==> src/rtl/h_tdm_demux.sv <==
// h_tdm_demux: serial TDM bit stream to four 8-bit channels; define H_TDM_DEMUX_PARITY_EN for a 33rd even-parity bit and a parity_err pulse.
module h_tdm_demux (
    input  logic       clk,
    input  logic       rst_n,
    input  logic       in,
    input  logic       in_valid,
    input  logic       frame_sync,
    output logic [7:0] ch0,
    output logic [7:0] ch1,
    output logic [7:0] ch2,
    output logic [7:0] ch3,
    output logic       out_valid,
`ifdef H_TDM_DEMUX_PARITY_EN
    output logic       parity_err,
`endif
    output logic       frame_err
);
`ifdef H_TDM_DEMUX_PARITY_EN
    localparam int CW = 6;
    localparam logic [CW-1:0] LAST = 6'd32;
`else
    localparam int CW = 5;
    localparam logic [CW-1:0] LAST = 5'd31;
`endif
    typedef enum logic {HUNT, RECV} state_t;
    state_t        state_q, state_d;
    logic [CW-1:0] cnt_q, cnt_d;
    logic [31:0]   shadow_q, shadow_d, chs_q, chs_d, word;
    logic          out_valid_q, out_valid_d, frame_err_q, frame_err_d;
    logic          start, last, good;
    assign start = in_valid && frame_sync;
    assign last  = in_valid && !frame_sync && state_q == RECV && cnt_q == LAST;
`ifdef H_TDM_DEMUX_PARITY_EN
    logic parity_err_q, parity_err_d;
    // bit 32 is parity only; the data word is already complete in the shadow register
    assign word       = shadow_q;
    assign good       = ~^{shadow_q, in};
    assign parity_err = parity_err_q;
`else
    assign word = {shadow_q[30:0], in};
    assign good = 1'b1;
`endif
    assign {ch0, ch1, ch2, ch3} = chs_q;
    assign out_valid = out_valid_q;
    assign frame_err = frame_err_q;

    always_ff @(posedge clk or negedge rst_n) begin
        if (!rst_n) state_q <= HUNT;
        else        state_q <= state_d;
    end

    always_comb state_d = start ? RECV : last ? HUNT : state_q;

    always_comb begin
        cnt_d       = cnt_q;
        shadow_d    = shadow_q;
        chs_d       = chs_q;
        out_valid_d = 1'b0;
        frame_err_d = 1'b0;
`ifdef H_TDM_DEMUX_PARITY_EN
        parity_err_d = 1'b0;
`endif
        if (start) begin
            // a sync always restarts the frame; inside RECV it also flags the abandoned one
            cnt_d       = CW'(1);
            shadow_d    = {31'd0, in};
            frame_err_d = state_q == RECV;
        end else if (last) begin
            cnt_d       = '0;
            shadow_d    = '0;
            chs_d       = good ? word : chs_q;
            out_valid_d = good;
`ifdef H_TDM_DEMUX_PARITY_EN
            parity_err_d = !good;
`endif
        end else if (in_valid && state_q == RECV) begin
            cnt_d    = cnt_q + CW'(1);
            shadow_d = {shadow_q[30:0], in};
        end
    end

    always_ff @(posedge clk or negedge rst_n) begin
        if (!rst_n) begin
            cnt_q       <= '0;
            shadow_q    <= '0;
            chs_q       <= '0;
            out_valid_q <= 1'b0;
            frame_err_q <= 1'b0;
`ifdef H_TDM_DEMUX_PARITY_EN
            parity_err_q <= 1'b0;
`endif
        end else begin
            cnt_q       <= cnt_d;
            shadow_q    <= shadow_d;
            chs_q       <= chs_d;
            out_valid_q <= out_valid_d;
            frame_err_q <= frame_err_d;
`ifdef H_TDM_DEMUX_PARITY_EN
            parity_err_q <= parity_err_d;
`endif
        end
    end
endmodule

==> config.mk <==
export PLATFORM = sky130hd
export DESIGN_NAME = h_tdm_demux
export DESIGN_NICKNAME = d
export VERILOG_FILES = /design/src/rtl/h_tdm_demux.sv
export SDC_FILE = /design/constraint.sdc
export NUM_CORES = 1
export LEC_CHECK = 0
export CORE_MARGIN = 3
export CORE_UTILIZATION = 58
export DETAILED_ROUTE_END_ITERATION = 6
export GPL_TIMING_DRIVEN = 0
export PLACE_DENSITY = 0.84
export SKIP_CTS_REPAIR_TIMING = 1
export SLEW_MARGIN = 10
export SYNTH_ARGS = -nofsm -noshare
export SYNTH_HDL_FRONTEND = slang
export SYNTH_SLANG_ARGS = --single-unit
==> constraint.sdc <==
create_clock -name clk -period 3 [get_ports clk]
set_input_delay 0.75 -clock clk [delete_from_list [all_inputs] [get_ports clk]]
set_output_delay 0.75 -clock clk [all_outputs]
set_load 0.1 [all_outputs]
[Word level (Yosys, flattened, before mapping)]
Index checks and enable logic that the tools add are counted.
Operators by class
  bitwise gates (word level): 1
  equal/unequal tests: 1
  add/sub/neg operators: 1
  reductions and logical operators: 9
  multiplexer cells: 11
Operators by type and width (number)
  $mux 31: 3
  $mux 5: 3
  $add 5x1->5 const B: 1
  $eq 5x5->1 const B: 1
  $logic_and 1x1->1: 5
  $mux 1: 5
  $reduce_bool 3->1: 1
  $reduce_and 2->1: 1
  $reduce_bool 2->1: 1
  $logic_not 1->1: 1
  $not 1->1: 1
Word-level totals
  output and inout port bits: 34
  flip-flop bits (word level): 71

[Logic depth before layout (Yosys ltp)]
Gate-level depths: netlist of run 1.
  depth in word-level cells: 6
  depth in mapped cells: 7
  depth with buffers taken out: 6

[Worst setup path before layout of run 1]
OpenSTA, ideal clock, no wires.
  path type: reg2reg
  start point: register cnt_q[0]
  end point: register chs_q[10]
  cell stages (with the launch flop): 7
  clock period less this slack: 1.807 ns
  data arrival time: 1.681 ns
  setup slack: 1.193 ns
  data required time: 2.875 ns
  buffers on the path: 1
  library setup time: 0.125 ns
  path through: dfrtp_1 > ha_1 > and3_1 > ha_1 > nand4b_4 > buf_6 > mux2_4
On the way
  longest elaborated chain between the ends: 3
Ends and longest elaborated chain
  start: declaration: RTL line 27  | logic [CW-1:0] cnt_q, cnt_d;
  start signal: assignment: RTL line 93  | cnt_q <= cnt_d;
  $eq 5x5->1: RTL line 32  | assign last = in_valid && !frame_sync && state_q == RECV && cnt_q == LAST;
  $logic_and 1x1->1: RTL line 32
  $reduce_and 2->1 (no line)
  end signal: assignment: RTL line 95  | chs_q <= chs_d;
  end: declaration: RTL line 28  | logic [31:0] shadow_q, shadow_d, chs_q, chs_d, word;
Every way passes these cells.
A chain may end at the register's enable or synchronous reset.

[Worst setup path in the final report of run 1]
  start point: register chs_q[11]
  end point: output ch2[3]
RTL lines
  end: declaration: RTL line 10  | output logic [7:0] ch2,
No word-level cell between the ends.

==> results_dict.tcl, run 1 <==
set metrics [dict create \
    grt-ovfl-total 0 \
    initial_utilization_pct 62.8 \
    io_buffer_count 36 \
    final_hold_viol_count 0 \
    syn-num-nets 185 \
    seq_area_frac_synth_pct 62.4 \
    p_comb_share_pct 4.9 \
    drt_iter0_markers 106 \
    dp_hpwl_um 3340 \
    cp.depth 1 \
    layout-drive-gt1-share_pct 27.2 \
    cts_tree "done" \
    n_fill_cell 260 \
    crit_slowest_cell "clkdlybuf4s50_1" \
    drv_slew 0 \
    period_needed_ns 2.61 \
    die_area_um2 5780 \
    r2r-start "cnt_q[0]" \
    fp.dieH_um 76.1 \
    slowest_delay_ns 1.15 \
    grt_pass1_vias 1735 \
    grt_usage_pct 19.6 \
    ant_nets 0 \
    vias 1632 \
    crit_buf_inv 1 \
    crit_path_end "ch2[3]" \
    cts-root-buf "clkbuf_8" \
    critPathKind "flop to output pin" \
    regArea_um2 1780 \
    crit_chain "clkdlybuf4s50_1" \
    grt_max_degree 72 \
    fin_worst_skew_ns 0.00367 \
    finalCritPeriodShare_pct 87.0 \
    drcViolationCount 0 \
    dp.cells 279 \
    ys_ff_latch 71 \
    peakVddDrop_mv 0.334 \
    grt_pass1_wl_um 8660 \
    fin_cells 293 \
    htreeDepth 3 \
    areaGrowthSynthToFinish_pct 21.8 \
    p_int_uw 1390 \
    holdCritPathClass "flop to flop" \
    cts_buffers 9 \
    power_uw 1780 \
    syn_inst 178 \
    rsz0062_at_grt "false" \
    dr.pass1.iters 4 \
    routedWlPerCell_um 17.4 \
    clkSinkCount 71 \
    routed_wl_um 5110 \
    syn_area_per_cell_um2 16.0 \
    p_clk_share_pct 39.6 \
    critPathCaptureType "output pin" \
    tightest_slew_ns 0.992 \
    ys_warn_count 0 \
    final_nets 232 \
    setup_violations 0 \
    syn-cell-area_um2 2850 \
    rows 24 \
    status "complete, no violations" \
    clk_latency_ns 0.34 \
    ys_types 22 \
    antenna_found_initial 0 \
    n_antenna_cell 0 \
    sw_frac_of_total_pct 22.2 \
    arrival_ns 1.86 \
    startpoint_type "flop" \
    r2r-end "chs_q[10]" \
    crit_family "buffers and inverters" \
    place_congestion 0.724 \
    startpoint "chs_q[11]" \
    p_sw_uw 395 \
    max_freq_mhz 383 \
    holdWs_ns 0.494 \
    multi_input_area_um2 948 \
    cts.reportedPaths.clkPinSlew_ns 0.07 \
    via_per_inst 5.57 \
    power-per-cell-area_nw_per_um2 514 \
    cp.required_ns 2.25 \
    sequentialPowerShare_pct 55.5 \
    maxCapViolCount 0 \
    ff2ff_setup_slack_ns 0.97 \
    clockBufferDepth 2 \
    core_area_um2 4530 \
    pin_count 39 \
    die_w_um 76.1 \
    p_leak_uw 0.00176 \
    critPathMaxFanout 2 \
    reg2reg_depth 6 \
    slew_headroom_pct 33.6 \
]
[power by group through the flow]
stage / clock network (uW) / logic (uW) / registers (uW)
after floorplan: 0 / 49.9 / 1010
after global placement: 0 / 84.8 / 1010
after detailed placement: 0 / 89.0 / 1010
after CTS: 712 / 90.1 / 989
after global routing: 762 / 98.3 / 991
final: 705 / 87.9 / 989
[per-stage QoR]
stage / area (um2) / TNS (ns) / worst slack [ns] / util [%]
2_1_floorplan: 2850 / 0 / 1.19 / -
3_3_place_gp: 3290 / -67.63 / -0.956 / 72.5
3_5_place_dp: 3290 / 0 / 0.756 / 72.5
4_1_cts: 3470 / 0 / 0.376 / 76.5
5_1_grt: 3470 / 0 / 0.338 / 76.5
6_report: 3470 / 0 / 0.389 / 76.5
[Yosys cell counts]
master	instances	area share, %
dfrtp_1	71	62
a22o_1	32	9.8
mux2_4	28	15
buf_6	7	2.8
nand2_1	7	0.92
o21ai_0	6	1.1
buf_2	4	0.70
mux2_2	4	1.6
and3_1	2	0.44
buf_4	2	0.53
ha_1	2	0.88
inv_1	2	0.26
nand2b_1	2	0.44
a21bo_2	1	0.35
a221o_1	1	0.35
a311oi_1	1	0.31
and4bb_1	1	0.44
nand4_1	1	0.22
nand4b_1	1	0.31
nand4b_4	1	0.84
nor3b_1	1	0.26
o21ai_2	1	0.31
[state kept, by name, indices dropped and copies added (netlist names)]
register / count
chs_q: 32
cnt_q: 5
frame_err: 1
out_valid: 1
shadow_q: 31
state_q: 1
[worst min path at each step]
| stage | startpoint | end | cells after the start |
|---|---|---|---|
| after floorplan | cnt_q[3] | cnt_q[3] | 1 |
| after global placement | cnt_q[3] | cnt_q[3] | 1 |
| after detailed placement | cnt_q[3] | cnt_q[3] | 1 |
| after CTS | cnt_q[3] | cnt_q[3] | 1 |
| after global routing | cnt_q[3] | cnt_q[3] | 1 |
| final | cnt_q[3] | cnt_q[3] | 1 |
[final cells by class]
type / count / area share [%]
flip-flops and latches: 71 / 51.2
multi-input cells: 92 / 27.3
repair buffers: 36 / 10.3
clock buffers: 14 / 5.27
plain buffers: 13 / 3.28
well taps: 65 / 2.34
inverters: 2 / 0.216
[layout by cell type (no fill, tap or decap)]
cell type | synthesis | routed
a22o_1 | 32 | 32
buf_6 | 7 | 7
o21ai_2 | 1 | 1
mux2_2 | 4 | 4
inv_1 | 2 | 2
buf_4 | 2 | 3
mux2_4 | 28 | 28
and4bb_1 | 1 | 1
clkbuf_8 | 0 | 13
o21ai_0 | 6 | 6
clkbuf_1 | 0 | 1
ha_1 | 2 | 2
nand2b_1 | 2 | 2
clkdlybuf4s50_1 | 0 | 35
nor3b_1 | 1 | 1
a21bo_2 | 1 | 1
nand4_1 | 1 | 1
dfrtp_1 | 71 | 71
nand4b_1 | 1 | 1
buf_2 | 4 | 4
nand2_1 | 7 | 7
a221o_1 | 1 | 1
nand4b_4 | 1 | 1
a311oi_1 | 1 | 1
and3_1 | 2 | 2
[worst reg2reg max path: stages (launching register included)]
cell and delay, ns:
dfrtp_1 0.41, ha_1 0.23, and3_1 0.18, ha_1 0.32
nand4b_4 0.24, buf_6 0.23, mux2_4 0.31
[layer usage]
metal / vias up / GRT usage, % / wire length (um)
li1: 748 / - / -
met1: 822 / 25.6 / 2290
met2: 52 / 30.2 / 2430
met3: 10 / 5.20 / 263
met4: 0 / 10.3 / 122
met5: - / 0 / 0
[cells by family after synthesis]
family	count (synthesis)	share of synthesized area [%]
AO/OA/AOI/OAI	42	12.2
multiplexers	32	16.4
buffers and inverters	15	4.26
AND/OR/NAND/NOR	16	3.87
adder cells (fa/ha/maj)	2	0.879
flip-flops	71	62.4
(Power assumes the default switching activity.)
==> run 2, diff against run 1 <==
- HOLD_SLACK_MARGIN: not set -> 0.12
==> results of run 2 <==
The final DEF is identical to that of run 1; final timing and power are the same.
==> run 3, diff against run 2 <==
- CAP_MARGIN: not set -> 5
- CORE_MARGIN: 3 -> 8
- CORE_UTILIZATION: 58 -> 50
- PLACE_DENSITY: 0.84 -> 0.74
==> run 3 against run 2 <==
Effect of this change: global-route usage down 6.5 points; combinational power up 4.3%; clock-buffer cell count down 5; final cell count up 3.4%; design area up 0.50%; clock skew up 0.0068 ns; largest cell class unchanged; first-iteration DRC count down 14%; highest routed layer unchanged; sequential share of layout area down 0.26 points.
==> results_dict.tcl, run 3 (synthesized netlist as in run 1, its figures left out) <==
set metrics [dict create \
    p_leak_uw 0.00176 \
    dr.pass1.iters 4 \
    holdCritPathClass "input port to asynchronous set/reset pin" \
    arrival_ns 1.87 \
    clockBufferDepth 2 \
    slowest_delay_ns 1.15 \
    mostFrequentLayoutCells "dfrtp_1 (71), clkdlybuf4s50_1 (35), a22o_1 (32)" \
    htreeDepth 3 \
    holdWs_ns 0.247 \
    vias 1644 \
    crit_chain "clkdlybuf4s50_1" \
    ant_nets 0 \
    crit_family "buffers and inverters" \
    top_regs "chs_q (32), shadow_q (31), cnt_q (5)" \
    post-place-ws_ns 0.760 \
    top_register "chs_q" \
    grt_usage_pct 13.1 \
    grt_pass1_vias 1743 \
    areaGrowthSynthToFinish_pct 22.5 \
    cts-root-buf "clkbuf_8" \
    routedWlPerCell_um 16.4 \
    die_w_um 91.5 \
    period_needed_ns 2.62 \
    setup_slack_ns 0.384 \
    drcViolationCount 0 \
    clkSinkCount 71 \
    drt_iter0_markers 91 \
    critPathMaxFanout 2 \
    critPathCaptureType "output pin" \
    largest_reg_flops 32 \
    die_area_um2 8360 \
    cp.required_ns 2.25 \
    initial_utilization_pct 51.7 \
    placed_area_um2 3320 \
    fin_worst_skew_ns 0.0104 \
    cts_tree "done" \
    rsz0062_at_grt "false" \
    peakVddDrop_mv 0.306 \
    slew_headroom_pct 34.4 \
    fin_cells 303 \
    antenna_found_initial 0 \
    reg2reg_depth 6 \
    layout-drive-gt1-share_pct 28.6 \
    place_congestion 0.769 \
    status "complete, no violations" \
    dp_hpwl_um 3240 \
    io_buffer_count 36 \
    core_area_um2 5510 \
    final_hold_viol_count 0 \
    critPathKind "flop to output pin" \
    r2r-start "cnt_q[0]" \
    fin_area_um2 3490 \
    final_nets 233 \
    routed_wl_um 4960 \
    maxCapViolCount 0 \
    power-per-cell-area_nw_per_um2 493 \
    tightest_slew_ns 0.982 \
    grt_max_degree 62 \
    rows 27 \
    grt_pass1_wl_um 8830 \
    clk_latency_ns 0.34 \
    drv_slew 0 \
    setup_violations 0 \
    final_common_cell "dfrtp_1" \
    dp.cells 287 \
    crit_slowest_cell "clkdlybuf4s50_1" \
    finalCritPeriodShare_pct 87.2 \
    fp.dieH_um 91.5 \
    n_antenna_cell 0 \
    startpoint_type "flop" \
    cts_buffers 9 \
    grt-ovfl-total 0 \
    ff2ff_setup_slack_ns 0.99 \
    via_per_inst 5.43 \
    cts.reportedPaths.clkPinSlew_ns 0.07 \
    max_freq_mhz 382 \
    r2r-end "chs_q[7]" \
    crit_buf_inv 1 \
    pin_count 39 \
]
[run 3: cell count changes in the layout (fill, tap and decap cells not counted), sizes merged]
cell / previous run / this run
clkbuf: 14 / 9
clkinv: 0 / 5
buf: 14 / 15
clkinvlp: 0 / 2
[run 3: worst max-delay path by stage]
stage / cells after the start / to / slack, ns / startpoint
2_1_floorplan: 6 / chs_q[10] / 1.19 / cnt_q[0]
4_1_cts: 1 / ch2[3] / 0.36 / chs_q[11]
3_3_place_gp: 1 / chs_q[4] / -1.15 / rst_n
3_5_place_dp: 1 / ch0[5] / 0.76 / chs_q[29]
6_report: 1 / ch2[3] / 0.38 / chs_q[11]
5_1_grt: 1 / ch0[5] / 0.33 / chs_q[29]
[run 3: area by class of cell]
class / count / area, um2
clock inverter: 7 / 40.0
tap: 72 / 90.1
sequential: 71 / 1780
fill: 398 / 2020
timing repair buffer: 37 / 385
clock buffer: 9 / 124
buffer: 13 / 114
multi-input combinational: 92 / 948
inverter: 2 / 7.51
[run 3: power breakdown]
part	switching, uW	internal, uW	total (uW)
registers	16.7	972	988
clock network	348	292	640
logic	55.8	35.9	91.7
total	421	1300	1720
[run 3: per-layer routing]
layer  up-vias  GRT usage, %  share of wire (%)
met2        43          16.8                 42
met3        14          4.44                6.1
met1       834          18.2                 50
li1        753             -                  -
met5         -             0                  0
met4         0          8.19                2.6
[run 3: worst reg2reg max path: stages (launching register included)]
cell and delay, ns:
dfrtp_1 0.41, ha_1 0.23, and3_1 0.17, ha_1 0.30, nand4b_4 0.24, buf_6 0.23, mux2_4 0.30
[run 3: per-stage QoR]
step | util, % | total power [uW] | TNS (ns)
detailed placement | 60.3 | 1100 | 0
floorplan | - | 1060 | 0
global placement | 59.9 | 1090 | -81.05
CTS | 63.3 | 1740 | 0
finish | 63.3 | 1720 | 0
global route | 63.3 | 1810 | 0
